$ cat src/rtl/fetch_seq_pkg.sv
// fetch_seq_pkg: shared encodings for the fetch sequencer.
//   BR_*        branch condition codes presented by the EX stage
//   FETCH_*     3-bit fetch FSM state encodings
//   RESET_PC_DEFAULT  default reset program counter
//   addr_aligned()    word-alignment test for branch targets
package fetch_seq_pkg;

  localparam logic [2:0] BR_NO = 3'd0;
  localparam logic [2:0] BR_GO = 3'd1;
  localparam logic [2:0] BR_EQ = 3'd2;
  localparam logic [2:0] BR_NE = 3'd3;
  localparam logic [2:0] BR_GE = 3'd4;
  localparam logic [2:0] BR_LT = 3'd5;

  localparam logic [2:0] FETCH_BOOT  = 3'd0;
  localparam logic [2:0] FETCH_REQ   = 3'd1;
  localparam logic [2:0] FETCH_VALID = 3'd2;
  localparam logic [2:0] FETCH_DRAIN = 3'd3;
  localparam logic [2:0] FETCH_FLUSH = 3'd4;

  localparam logic [31:0] RESET_PC_DEFAULT = 32'h0000_0000;

  function automatic logic addr_aligned(input logic [31:0] a);
    return (a[1:0] == 2'b00);
  endfunction

endpackage

$ cat src/rtl/fetch_seq_br_eval.sv
// br_eval: combinational branch condition evaluator.
//   i_op    BR_* condition code
//   i_cmp   ALU compare result C
//   o_taken 1 when the condition holds (GE/LT use the sign of C)
module br_eval
  import fetch_seq_pkg::*;
(
  input  logic [2:0]  i_op,
  input  logic [31:0] i_cmp,
  output logic        o_taken
);

  always_comb begin
    o_taken = 1'b0;
    case (i_op)
      BR_NO:   o_taken = 1'b0;
      BR_GO:   o_taken = 1'b1;
      BR_EQ:   o_taken = (i_cmp == '0);
      BR_NE:   o_taken = (i_cmp != '0);
      BR_GE:   o_taken = !i_cmp[31];
      BR_LT:   o_taken = i_cmp[31];
      default: o_taken = 1'b0;
    endcase
  end

endmodule

$ cat src/rtl/fetch_seq.sv
// fetch_seq: PC sequencer and single-outstanding fetch controller.
//   clk, rst_n                  clock, synchronous active-low reset
//   stall_i                     decode cannot accept inst_o
//   br_valid_i/op/cmp/target    branch resolution from EX
//   imem_req_o/addr_o           instruction memory request (held until ack)
//   imem_ack_i/rdata_i          memory response
//   inst_valid_o/inst_o/inst_pc_o  instruction to decode
//   flush_o                     kill younger stages (DRAIN and FLUSH)
//   misalign_o                  pulse on taken branch to unaligned target
//   taken_cnt_o                 saturating count of accepted redirects
module fetch_seq
  import fetch_seq_pkg::*;
#(
  parameter logic [31:0] RESET_PC     = RESET_PC_DEFAULT,
  parameter int unsigned FLUSH_CYCLES = 2
) (
  input  logic        clk,
  input  logic        rst_n,
  input  logic        stall_i,
  input  logic        br_valid_i,
  input  logic [2:0]  br_op_i,
  input  logic [31:0] br_cmp_i,
  input  logic [31:0] br_target_i,
  output logic        imem_req_o,
  output logic [31:0] imem_addr_o,
  input  logic        imem_ack_i,
  input  logic [31:0] imem_rdata_i,
  output logic        inst_valid_o,
  output logic [31:0] inst_o,
  output logic [31:0] inst_pc_o,
  output logic        flush_o,
  output logic        misalign_o,
  output logic [15:0] taken_cnt_o
);

  // Counter counts down to 0 inclusive, so load one less than the window.
  localparam logic [3:0] FLUSH_LOAD = 4'(FLUSH_CYCLES - 1);

  logic [2:0]  r_state;
  logic [31:0] r_pc;
  logic [31:0] r_req_addr;
  logic [3:0]  r_flush_cnt;
  logic [15:0] r_taken_cnt;
  logic [31:0] r_inst;
  logic [31:0] r_inst_pc;
  logic        r_inst_valid;
  logic        r_misalign;

  logic w_taken;
  logic w_aligned;
  logic w_redirect;
  logic w_req;

  br_eval u_br_eval (
    .i_op    (br_op_i),
    .i_cmp   (br_cmp_i),
    .o_taken (w_taken)
  );

  assign w_aligned  = addr_aligned(br_target_i);
  assign w_redirect = br_valid_i && w_taken && w_aligned && (r_state != FETCH_BOOT);
  assign w_req      = (r_state == FETCH_REQ) || (r_state == FETCH_DRAIN);

  assign imem_req_o   = w_req;
  // r_req_addr is captured on entry to REQ, so DRAIN keeps presenting the
  // abandoned address even though r_pc already holds the branch target.
  assign imem_addr_o  = w_req ? r_req_addr : '0;
  assign inst_valid_o = r_inst_valid;
  assign inst_o       = r_inst;
  assign inst_pc_o    = r_inst_pc;
  assign flush_o      = (r_state == FETCH_DRAIN) || (r_state == FETCH_FLUSH);
  assign misalign_o   = r_misalign;
  assign taken_cnt_o  = r_taken_cnt;

  always_ff @(posedge clk) begin
    if (!rst_n) begin
      r_state      <= FETCH_BOOT;
      r_pc         <= RESET_PC;
      r_req_addr   <= RESET_PC;
      r_flush_cnt  <= '0;
      r_taken_cnt  <= '0;
      r_inst       <= '0;
      r_inst_pc    <= RESET_PC;
      r_inst_valid <= 1'b0;
      r_misalign   <= 1'b0;
    end else begin
      r_misalign <= br_valid_i && w_taken && !w_aligned;

      if (w_redirect) begin
        r_pc <= br_target_i;
        if (r_taken_cnt != '1) r_taken_cnt <= r_taken_cnt + 16'd1;
      end

      case (r_state)
        FETCH_BOOT: begin
          r_state    <= FETCH_REQ;
          r_req_addr <= r_pc;
        end
        FETCH_REQ: begin
          if (w_redirect) begin
            if (imem_ack_i) begin
              r_state     <= FETCH_FLUSH;
              r_flush_cnt <= FLUSH_LOAD;
            end else begin
              r_state <= FETCH_DRAIN;
            end
          end else if (imem_ack_i) begin
            r_inst       <= imem_rdata_i;
            r_inst_pc    <= r_req_addr;
            r_inst_valid <= 1'b1;
            r_state      <= FETCH_VALID;
          end
        end
        FETCH_VALID: begin
          if (w_redirect) begin
            r_inst_valid <= 1'b0;
            r_state      <= FETCH_FLUSH;
            r_flush_cnt  <= FLUSH_LOAD;
          end else if (!stall_i) begin
            r_pc         <= r_pc + 32'd4;
            r_req_addr   <= r_pc + 32'd4;
            r_inst_valid <= 1'b0;
            r_state      <= FETCH_REQ;
          end
        end
        FETCH_DRAIN: begin
          if (imem_ack_i) begin
            r_state     <= FETCH_FLUSH;
            r_flush_cnt <= FLUSH_LOAD;
          end
        end
        FETCH_FLUSH: begin
          if (w_redirect) begin
            r_flush_cnt <= FLUSH_LOAD;
          end else if (r_flush_cnt == '0) begin
            r_state    <= FETCH_REQ;
            r_req_addr <= r_pc;
          end else begin
            r_flush_cnt <= r_flush_cnt - 4'd1;
          end
        end
        default: r_state <= FETCH_BOOT;
      endcase
    end
  end

endmodule
$ cat config.mk
export PLATFORM = sky130hd
export DESIGN_NAME = fetch_seq
export DESIGN_NICKNAME = d
export VERILOG_FILES = /design/src/rtl/fetch_seq_pkg.sv /design/src/rtl/fetch_seq_br_eval.sv /design/src/rtl/fetch_seq.sv
export SDC_FILE = /design/constraint.sdc
export NUM_CORES = 1
export LEC_CHECK = 0
export CORE_ASPECT_RATIO = 0.9
export CORE_MARGIN = 2
export CORE_UTILIZATION = 35
export CTS_CLUSTER_SIZE = 10
export DETAILED_ROUTE_END_ITERATION = 8
export GPL_ROUTABILITY_DRIVEN = 0
export GPL_TIMING_DRIVEN = 1
export HOLD_SLACK_MARGIN = 0.03
export SYNTH_ARGS = -nofsm -noshare
export SYNTH_HDL_FRONTEND = slang
export SYNTH_SLANG_ARGS = --single-unit
$ cat constraint.sdc
create_clock -name clk -period 4.5 [get_ports clk]
set_clock_uncertainty 0.15 [all_clocks]
set_input_delay 0.9 -clock clk [delete_from_list [all_inputs] [get_ports clk]]
set_output_delay 0.9 -clock clk [all_outputs]
set_load 0.01 [all_outputs]
# Word-level counts from Yosys, hierarchy flattened
# Index checks and enable logic that the tools add are counted.
[word_totals]
word_cells = 89
input_bits = 104
reg_bits = 153
[classes]
mux = 31
reduce_logical = 23
eq_ne = 22
n_addsub = 3
n_bitwise = 1
[ops]
columns = ["op", "n"]
rows = [
  ["$mux 32", 9],
  ["$pmux 32 s3", 1],
  ["$add 32x3->32 const B", 1],
  ["$logic_not 32->1", 1],
  ["$reduce_bool 32->1", 1],
  ["$mux 3", 8],
  ["$mux 4", 5],
  ["$add 16x1->16 const B", 1],
  ["$ne 16x16->1 const B", 1],
  ["$ne 2x2->1 const B", 8],
  ["$pmux 4 s4", 1],
  ["$pmux 3 s5", 1],
  ["$eq 3x2->1 const B", 4],
  ["$reduce_and 5->1", 2],
  ["$eq 3x3->1 const B", 3],
  ["$ne 3x3->1 const B", 3],
  ["$reduce_and 4->1", 2],
  ["$eq 3x1->1 const B", 2],
  ["$reduce_bool 3->1", 2],
  ["$pmux 1 s5", 1],
  ["$logic_and 1x1->1", 4],
  ["$logic_not 4->1", 1],
  ["$mux 1", 4],
  ["$reduce_bool 4->1", 1],
  ["11 further kinds", 13],
]

# Logic depth before layout (Yosys ltp)
# Gate-level depths: netlist (run 1).
[depth]
ltp_word = 9
mapped_depth = 10
ltp_nobuf = 8

# Cells and area by module
# From an unflattened synthesis (run 1), not the netlist that was laid out.
[unflattened]
hier_cells = 909
area_unflattened_um2 = 7210.7
[by_module_without_submodules]
columns = ["mod", "cells_each", "n_inst", "area_each_um2"]
rows = [
  ["fetch_seq", 892, 1, 7098.1],
  ["br_eval", 17, 1, 112.6],
]

# Worst setup path before layout (run 1)
# Ideal clock, no wire load.
[synth_path]
kind = "input to register"
from = "in br_cmp_i[17]"
to = "reg r_req_addr[10]"
setup_time_ps = 142
n_path_buf = 2
cell_stages = 9
arrival_ps = 2619
path_slack_ps = 1589
cell_sequence = "nor4_1 -> nand4_1 -> o211a_1 -> o31a_2 -> a2bb2oi_2 -> nor2_1 -> buf_6 -> buf_6 -> a211oi_2"
[synth_via]
elab_chain_cells = 7
elab_cells_between_ends = 9
[synth_rtl]
columns = ["item", "line", "text"]
rows = [
  ["from (decl)", "fetch_seq.sv:22", "input logic [31:0] br_cmp_i,"],
  ["$reduce_bool 32->1 or $logic_not 32->1 (tied branches)", "fetch_seq_br_eval.sv:19, fetch_seq_br_eval.sv:18", ""],
  ["$pmux 1 s5 *", "fetch_seq_br_eval.sv:15", "case (i_op)"],
  ["$logic_and 1x1->1 * (3 in series)", "fetch_seq.sv:61", "assign w_redirect = br_valid_i && w_taken && w_aligned && (r_state != FETCH_BOOT);"],
  ["$ne 2x2->1 (no line)", "--", ""],
  ["$reduce_and 5->1 (no line) *", "--", ""],
  ["to (signal assigned)", "fetch_seq.sv:97", "r_req_addr <= r_pc;"],
  ["to (signal assigned)", "fetch_seq.sv:121", "r_req_addr <= r_pc + 32'd4;"],
  ["to (signal assigned)", "fetch_seq.sv:137", "r_req_addr <= r_pc;"],
  ["to (decl)", "fetch_seq.sv:41", "logic [31:0] r_req_addr;"],
]
# Every way passes the cells marked *; elsewhere a longest branch is shown, timed or not.
# A chain may end at the register's enable or synchronous reset.

# Worst setup path after layout (run 1)
[layout_path]
from = "reg r_state[0]"
to = "out imem_addr_o[31]"
[layout_via]
elab_chain_cells = 3
elab_cells_between_ends = 4
[layout_rtl]
columns = ["item", "line", "text"]
rows = [
  ["from (decl)", "fetch_seq.sv:39", "logic [2:0] r_state;"],
  ["from (signal assigned)", "fetch_seq.sv:77", "r_state <= FETCH_BOOT;"],
  ["from (signal assigned)", "fetch_seq.sv:96", "r_state <= FETCH_REQ;"],
  ["from (signal assigned)", "fetch_seq.sv:102", "r_state <= FETCH_FLUSH;"],
  ["$eq 3x1->1 or $eq 3x2->1 (tied branches)", "fetch_seq.sv:62", "assign w_req = (r_state == FETCH_REQ) || (r_state == FETCH_DRAIN);"],
  ["$logic_or 1x1->1 *", "fetch_seq.sv:62", ""],
  ["$mux 32 *", "fetch_seq.sv:67", "assign imem_addr_o = w_req ? r_req_addr : '0;"],
  ["to (decl)", "fetch_seq.sv:25", "output logic [31:0] imem_addr_o,"],
]
# Marks and branches as above.

==> run_results.csv, run 1 <==
group,metric,value,unit
layout,utilization,0.502,
job,maxCapViolations,0,
synthesis,yosys_warnings,0,
route,final_antenna_net_count,0,
hold_path,hp-class,"flop to flop",
critical_path,path_cells,"clkinv_1 -> nor2_2 -> buf_12 -> and2_1 -> clkdlybuf4s50_1",
synthesis,synth_area_per_cell,8.14,um^2
layout,area_growth,40.2,%
critical_path,crit_fanout,21,
synthesis,synth_edf_count,0,
layout,instances_no_fill,1335,
clocking,cts_resized,0,
clocking,holdBufCountCts,0,
timing,rsz0062_at_grt,"false",
global_routing,grt_pass1_wl,33.1,mm
die,die_w,155,um
critical_path,critical_path_class,"flop to output pin",
placement,hpwl,14.3,mm
critical_path,cp_slowest_stage_delay,0.59,ns
clocking,htreeDepth,4,
die,start_util,0.358,
synthesis,syn_nets,993,
route,drc_errors,0,
global_routing,grt_pass1_vias,6230,
timing,post-route-period-util,0.839,
route,m1WireLength,10.5,mm
die,die-area,0.0217,mm^2
synthesis,synth_cells,885,
layout,drive_gt1_frac,0.0648,
clocking,post-cts-setup-buffers,0,
route,drt_iter0_drc,388,
route,met2_wirelength,8.13,mm
clocking,cts_buffer_depth,2,
timing,min_period,3.78,ns
die,coreArea,0.0201,mm^2
route,top_layer,"met4",
placement,port-buffer-count,219,
power_and_ir_drop,powerDensity,334,mW/mm^2
die,core.rowCount,49,
route,routed-wl-met3,1.34,mm
synthesis,ys_seq_elements,153,
critical_path,crit_slowest_cell,"dfxtp_1",
die,ios,220,
timing,worst_pin_slew,0.704,ns
synthesis,synth_flop_cell,"dfxtp_1",
clocking,clk_latency,0.43,ns
critical_path,critPathCaptureType,"output pin",
clocking,cts_buffers,17,
critical_path,critPathLaunchType,"flop",
global_routing,grt_remaining_overflow,0,
timing,setup_viol,0,
synthesis,async_reset_ff_frac,0,
route,wl_per_cell,15.3,um
synthesis,synth_area,0.00720,mm^2
run_status,outcome,"complete, no violations",
clocking,cts_tree,"yes",
timing,fmax,265,MHz
power_and_ir_drop,finalPower,3.38,mW
clocking,clkTransAtPathRegs,0.07,ns
global_routing,grt_antenna_before_repair,0,
synthesis,synth.distinct_cells,56,
clocking,cts_root_buf,"clkbuf_16",
power_and_ir_drop,leakage,3.33,nW
route,wirelength,20.4,mm
die,die_h,140,um
clocking,clock_sinks,153,
route,num_vias,6624,
critical_path,crit_required,3.45,ns
critical_path,cp.arrival,2.73,ns
placement,dp_cells,1303,
global_routing,grt_max_degree,90,
timing,max_slew_margin,0.527,
timing,slew_violations,0,
timing,tns,0,ns
timing,finalHoldViolations,0,
layout,nets,1175,
layout,n_antenna_cell,0,
synthesis,seq_area_frac_synth,0.425,
route,via_per_inst,4.96,
global_routing,grt_use_total,0.190,
power_and_ir_drop,vdd_drop_max,231,uV
route,drt-pass1-iter-count,6,
==> metrics by stage <==
step           setup WS, ns  hold WS [ns]  instance area [um^2]
2_1_floorplan          1.59         0.287                  7200
3_3_place_gp          0.717         0.291                  9520
3_5_place_dp          0.661         0.296                  9520
4_1_cts               0.687         0.306                 10100
5_1_grt               0.514         0.323                 10100
6_report              0.724         0.302                 10100
==> cell usage after synthesis (2+ instances only) <==
library cell,n,area (um^2)
or3b_2,2,17.5
o211a_1,2,20.0
nor2_1,67,251
mux2i_1,6,60.1
a211oi_2,10,125
inv_1,9,33.8
and4_1,6,52.6
nand2_1,165,619
xnor2_1,39,342
nor2b_1,2,12.5
nand4_1,16,100
a211oi_1,46,345
nor4_1,11,68.8
buf_2,23,115
a21oi_1,108,541
and3_1,4,25.0
nand3_1,31,155
nand2b_1,2,12.5
buf_6,4,45.0
or3_1,10,62.6
and2_1,35,219
dfxtp_1,153,3060
a311oi_1,2,17.5
xor2_1,25,219
nor3_1,22,110
clkbuf_1,32,120
buf_4,5,37.5
o21ai_0,14,70.1
o211ai_1,2,15.0
inv_2,2,7.51
nor4b_1,2,17.5
ha_1,4,50.1
==> report_power, final <==
part           total (mW)  switching, mW  leakage [nW]  internal [mW]
clock                1.40          0.658         0.280          0.739
sequential           1.48         0.0593          1.24           1.42
combinational       0.499          0.244          1.81          0.254
==> critical path: cells and delay by family, from the launching register on <==
family / cells / cell delay (ns)
flops: 1 / 0.59
simple gates: 2 / 0.71
buf+inv: 3 / 0.97
==> path summary, 6_finish.rpt <==
path                            slack, ns  depth (start not counted)         start         endpoint
worst min-delay path                 0.30                          2  inst_pc_o[6]     inst_pc_o[6]
worst max register to register       1.83                          6    r_state[2]         r_pc[31]
worst min register to register       0.30                          2  inst_pc_o[6]     inst_pc_o[6]
worst max-delay path                 0.72                          5    r_state[0]  imem_addr_o[31]
==> logic make-up (layout without fill, tap and decap cells) <==
| logic type | count (synthesis) | in the layout | share of synthesized area |
|---|---|---|---|
| adders and majority gates | 4 | 4 | 0.00695 |
| xor gates and xnor gates | 64 | 64 | 0.0778 |
| buffers and inverters | 77 | 272 | 0.0511 |
| DFF | 153 | 153 | 0.425 |
| muxes | 6 | 6 | 0.00834 |
| and+or+nand+nor | 383 | 383 | 0.252 |
| AOI/OAI and AO/OA | 198 | 198 | 0.178 |
==> registers in the layout (all words and copies together), names as in the netlist <==
signal	flops
r_flush_cnt	4
taken_cnt_o	16
r_req_addr	32
inst_pc_o	32
r_state	3
inst_o	32
r_pc	32
misalign_o	1
inst_valid_o	1
==> per-layer routing <==
layer  global-route usage  up-vias
met4               0.0686        0
met1                0.283     2973
met3               0.0572       26
met2                0.255      192
met5                    0        -
li1                     -     3433
==> layout make-up <==
| class | count | area, um^2 |
|---|---|---|
| multi-input combinational | 655 | 3790 |
| clock inverter | 15 | 153 |
| fill | 1959 | 10000 |
| sequential | 153 | 3060 |
| inverter | 12 | 47.5 |
| tap | 255 | 319 |
| timing repair buffer | 228 | 2300 |
| clock buffer | 17 | 425 |
==> cells in the final DEF (no fill, tap or decap), types with 11 or more instances in the layout <==
cell	n
a21oi_1	108
clkbuf_16	17
clkdlybuf4s50_1	219
nand3_1	31
o21ai_0	14
a211oi_1	46
nor3_1	22
dfxtp_1	153
nand2_1	165
xor2_1	25
xnor2_1	39
nor2_1	65
and2_1	35
nor4_1	11
nand4_1	16
Note: power is estimated with default switching activity, not from simulation.
==> run 2: changes to the inputs <==
- PLACE_DENSITY: default -> 0.65
- clock period: 4.5 -> 3.2 ns (I/O delays scaled with it)
==> run 2 against run 1 <==
- sequential power increased by 41%
- non-clock buffer count increased by 34
- final area increased by 3.3%
- die area unchanged
==> run_results.csv, run 2 (synthesized netlist as in run 1, its figures left out) <==
group,metric,value,unit
run_status,outcome,"complete, no violations",
timing,slew_violations,0,
job,maxCapViolations,0,
timing,setup_viol,0,
route,wl_per_cell,15.1,um
route,drt_iter0_drc,387,
clocking,cts_root_buf,"clkbuf_16",
global_routing,grt_max_degree,65,
layout,utilization,0.519,
clocking,clk_latency,0.43,ns
placement,dpl_cell_area,0.00985,mm^2
clocking,cts_buffer_depth,2,
clocking,htreeDepth,4,
timing,fmax,335,MHz
clocking,cts_resized,0,
power_and_ir_drop,leakage,3.52,nW
layout,instances_no_fill,1369,
timing,min_period,2.99,ns
critical_path,critPathLaunchType,"input port",
die,ios,220,
layout,nets,1209,
layout,fin_area,0.0104,mm^2
critical_path,cp.arrival,3.17,ns
clocking,cts_buffers,17,
timing,finalHoldViolations,0,
critical_path,crit_fanout,23,
route,via_per_inst,5.06,
critical_path,crit_slowest_cell,"clkdlybuf4s50_1",
route,drc_errors,0,
die,core.rowCount,49,
layout,mostFrequentLayoutCells,"clkdlybuf4s50_1 (219), nand2_1 (165), dfxtp_1 (153)",
timing,post-route-period-util,0.934,
hold_path,hp-class,"flop to flop",
global_routing,grt_pass1_wl,33.6,mm
placement,dp_cells,1337,
clocking,clkTransAtPathRegs,0.07,ns
die,coreArea,0.0201,mm^2
layout,area_growth,44.8,%
clocking,clock_sinks,153,
critical_path,critPathCaptureType,"flop",
die,die_h,140,um
die,die_w,155,um
critical_path,cp_slowest_stage_delay,0.40,ns
global_routing,grt_pass1_vias,6462,
power_and_ir_drop,powerDensity,460,mW/mm^2
placement,port-buffer-count,219,
clocking,holdBufCountCts,0,
critical_path,cp_num_buf_inv,2,
timing,timing.hold.ws,0.303,ns
layout,final_common_cell,"clkdlybuf4s50_1",
critical_path,critPathTopFamily,"compound AO/OA/AOI/OAI gates",
timing,rsz0062_at_grt,"false",
clocking,post-cts-setup-buffers,0,
global_routing,grt_remaining_overflow,0,
die,start_util,0.358,
critical_path,crit_required,3.38,ns
critical_path,path_cells,"clkdlybuf4s50_1 -> nor4_1 -> nand4_1 -> o211a_1 -> o31a_2 -> o2bb2ai_4 -> buf_12 -> a21oi_1 -> a211oi_1",
timing,worst_pin_slew,0.700,ns
die,die-area,0.0217,mm^2
global_routing,grt_antenna_before_repair,0,
power_and_ir_drop,vdd_drop_max,342,uV
global_routing,grt_use_total,0.191,
route,wirelength,20.7,mm
layout,n_antenna_cell,0,
route,final_antenna_net_count,0,
placement,hpwl,15.0,mm
timing,max_slew_margin,0.530,
route,num_vias,6930,
critical_path,critical_path_class,"input port to flop",
layout,drive_gt1_frac,0.0934,
clocking,cts_tree,"yes",
route,drt-pass1-iter-count,5,
## run 2: layer usage
metal	global-route usage	routed length (um)	vias to the layer above
met5	0	0	-
met1	0.269	10300	3212
li1	-	-	3507
met3	0.0572	1440	18
met2	0.283	8770	193
met4	0.0536	247	0
## run 2: layout make-up
type                    count  area, um^2
well taps                 255         319
multi-input cells         655        3790
flip-flops and latches    153        3060
repair buffers            262        2630
clock buffers              17         425
clock inverters            15         154
fillers                  1885        9680
inverters                  12        47.5
## run 2: final timing paths
kind / slack, ns / cells past startpoint / from / end
max: 0.21 / 9 / br_cmp_i[14] / r_req_addr[29]
min: 0.30 / 2 / inst_o[23] / inst_o[23]
max reg2reg: 0.64 / 7 / r_state[1] / r_req_addr[31]
min reg2reg: 0.30 / 2 / inst_o[23] / inst_o[23]
## run 2: where the power goes
part           leakage, nW  internal, mW  total (mW)  switching (mW)
Sequential            1.24          2.00        2.08          0.0794
Clock                0.272          1.04        1.97           0.927
Combinational         2.00         0.397       0.758           0.361
Total                 3.52          3.43        4.80            1.37
## run 2: stage by stage
step	power [mW]	setup TNS (ns)	setup slack, ns
detailed placement	2.88	-9.14	-0.231
global placement	2.87	-2.82	-0.0902
finish	4.80	0	0.212
floorplan	2.47	0	0.549
global route	5.00	0	0.0329
CTS	4.85	0	0.217
## run 2: worst reg2reg max path: cells and delay by family, from the launching register on
kind | cells | cell delay, ns
xor+xnor | 1 | 0.10
flops | 1 | 0.51
compound gates | 1 | 0.25
simple gates | 4 | 1.31
buf+inv | 1 | 0.13
==> run 3: changes to the inputs <==
- REMOVE_ABC_BUFFERS: default -> 1
==> run 3 against run 2 <==
- via count fell by 2.2%
- setup slack worse by 0.012 ns
- die area is the same
- sequential share of layout area grew 0.24 points
- clock-buffer cell count up 4
- clock power about the same
- sequential cell count unchanged
- critical path type is now flop to output pin
- first-iteration DRC count fell by 3.6%
- final area down 0.82%
- largest cell class unchanged
- non-clock buffer count is 9 lower
- maximum frequency down 0.39%
==> run_results.csv, run 3 (synthesized netlist as in run 1, its figures left out) <==
group,metric,value,unit
critical_path,timing.rr.end,"r_req_addr[28]",
critical_path,r2r_slack,0.57,ns
layout,final_common_cell,"clkdlybuf4s50_1",
layout,nets,1200,
critical_path,r2r_start,"r_state[1]",
route,wl_per_cell,15.1,um
route,drc_errors,0,
global_routing,grt_use_total,0.188,
hold_path,hold_start,"inst_pc_o[21]",
clocking,clkTransAtPathRegs,0.06,ns
critical_path,critPathCaptureType,"output pin",
hold_path,hold-path-cell-count,2,
die,ios,220,
clocking,clock_sinks,153,
layout,n_antenna_cell,0,
run_status,outcome,"complete, no violations",
timing,finalHoldViolations,0,
critical_path,crit_slowest_cell,"clkdlybuf4s50_1",
power_and_ir_drop,leakage,3.47,nW
critical_path,ff2ff_path_depth,7,
timing,post-route-period-util,0.938,
layout,area_growth,43.6,%
critical_path,crit_fanout,22,
layout,fin_area,0.0103,mm^2
layout,drive_gt1_frac,0.0833,
timing,fin_ws,0.200,ns
placement,dpl_cell_area,0.00978,mm^2
power_and_ir_drop,finalPower,4.76,mW
power_and_ir_drop,powerDensity,460,mW/mm^2
placement,place_ws,-0.0782,ns
die,die-area,0.0217,mm^2
global_routing,grt_max_degree,63,
die,die_w,155,um
global_routing,grt_pass1_wl,32.8,mm
clocking,htreeDepth,4,
power_and_ir_drop,seqPwrFrac,0.437,
power_and_ir_drop,vdd_drop_max,378,uV
timing,tns,0,ns
clocking,clk_latency,0.43,ns
route,drt-pass1-iter-count,5,
critical_path,crit_required,2.41,ns
route,wirelength,20.6,mm
layout,mostFrequentLayoutCells,"clkdlybuf4s50_1 (219), nand2_1 (165), dfxtp_1 (153)",
power_and_ir_drop,power_frac_comb,0.157,
power_and_ir_drop,switching_share,0.267,
clocking,cts_root_buf,"clkbuf_16",
timing,slew_violations,0,
placement,port-buffer-count,219,
clocking,post-cts-setup-buffers,0,
die,start_util,0.358,
clocking,cts_buffer_depth,2,
critical_path,cp.arrival,2.21,ns
route,via_per_inst,4.99,
power_and_ir_drop,p_int,3.49,mW
critical_path,critPathTopFamily,"buffers and inverters",
clocking,holdBufCountCts,0,
clocking,cts_tree,"yes",
timing,timing.hold.ws,0.302,ns
power_and_ir_drop,power_frac_clock,0.407,
critical_path,path_cells,"clkinv_1 -> nor2_2 -> buf_4 -> and2_1 -> clkdlybuf4s50_1",
critical_path,critical_path_class,"flop to output pin",
power_and_ir_drop,power.switching,1.27,mW
global_routing,grt_pass1_vias,6269,
die,coreArea,0.0201,mm^2
critical_path,cp_slowest_stage_delay,0.55,ns
timing,fmax,333,MHz
global_routing,grt_remaining_overflow,0,
die,core.rowCount,49,
critical_path,critPathLaunchType,"flop",
timing,rsz0062_at_grt,"false",
route,drt_iter0_drc,373,
timing,setup_viol,0,
timing,max_slew_margin,0.501,
timing,min_period,3.00,ns
layout,fill_cells,1912,
job,maxCapViolations,0,
placement,hpwl,14.5,mm
global_routing,grt_antenna_before_repair,0,
die,die_h,140,um
route,num_vias,6781,
critical_path,cp_num_buf_inv,3,
timing,worst_pin_slew,0.748,ns
clocking,cts_buffers,17,
clocking,cts_resized,0,
hold_path,hp-class,"flop to flop",
hold_path,holdPathEnd,"inst_pc_o[21]",
route,final_antenna_net_count,0,
run 3: cell types whose count changed in the layout (fill, tap and decap cells not counted), sizes merged:
| cell | before | now |
|---|---|---|
| buf | 43 | 34 |
| clkbuf | 17 | 21 |
| inv | 20 | 16 |
| clkinvlp | 4 | 2 |
| bufinv | 0 | 1 |
| clkinv | 3 | 4 |
run 3: metrics by stage:
step / utilization / instances
6_report: 0.514 / 1360
5_1_grt: 0.514 / 1360
4_1_cts: 0.514 / 1360
3_5_place_dp: 0.486 / 1328
3_3_place_gp: 0.486 / 1328
2_1_floorplan: - / 820
run 3: worst register-to-register path, delay by kind of cell (launching register included):
kind | cells | cell delay, ns
xor+xnor | 1 | 0.13
flops | 1 | 0.50
simple gates | 4 | 1.38
buf+inv | 1 | 0.14
compound gates | 1 | 0.25
run 3: power by group through the flow:
stage	clock network, mW	registers, mW	logic, mW
5_1_grt	2.07	2.09	0.812
6_report	1.94	2.08	0.746
4_1_cts	1.98	2.08	0.755
3_5_place_dp	0	2.12	0.751
2_1_floorplan	0	2.12	0.310
3_3_place_gp	0	2.12	0.747
run 3: metal layers:
layer  part of all wire  wire (um)  up-vias  GRT usage
li1                   -          -     3485          -
met2               0.48       9790      164      0.310
met1               0.46       9530     3115      0.251
met3              0.050       1020       17     0.0387
met5                  0          0        -          0
met4              0.012        255        0     0.0536
run 3: layout make-up:
cell class | instances | area (um^2) | share of cell area
Clock buffer | 21 | 450 | 0.0435
Tap cell | 255 | 319 | 0.0308
Sequential cell | 153 | 3060 | 0.296
Multi-Input combinational cell | 655 | 3790 | 0.367
Timing Repair Buffer | 253 | 2560 | 0.247
Clock inverter | 11 | 111 | 0.0108
Inverter | 12 | 47.5 | 0.00460
run 3: worst max path at each step:
stage / slack (ns) / cells after the start / startpoint / end
after CTS: 0.15 / 5 / r_state[0] / imem_addr_o[20]
after floorplan: -1.65 / 7 / br_cmp_i[17] / r_req_addr[3]
final: 0.20 / 5 / r_state[0] / imem_addr_o[20]
after detailed placement: -0.08 / 9 / br_cmp_i[22] / r_req_addr[3]
after global routing: 0.06 / 5 / r_state[0] / imem_addr_o[20]
after global placement: -0.03 / 9 / br_cmp_i[31] / r_req_addr[3]
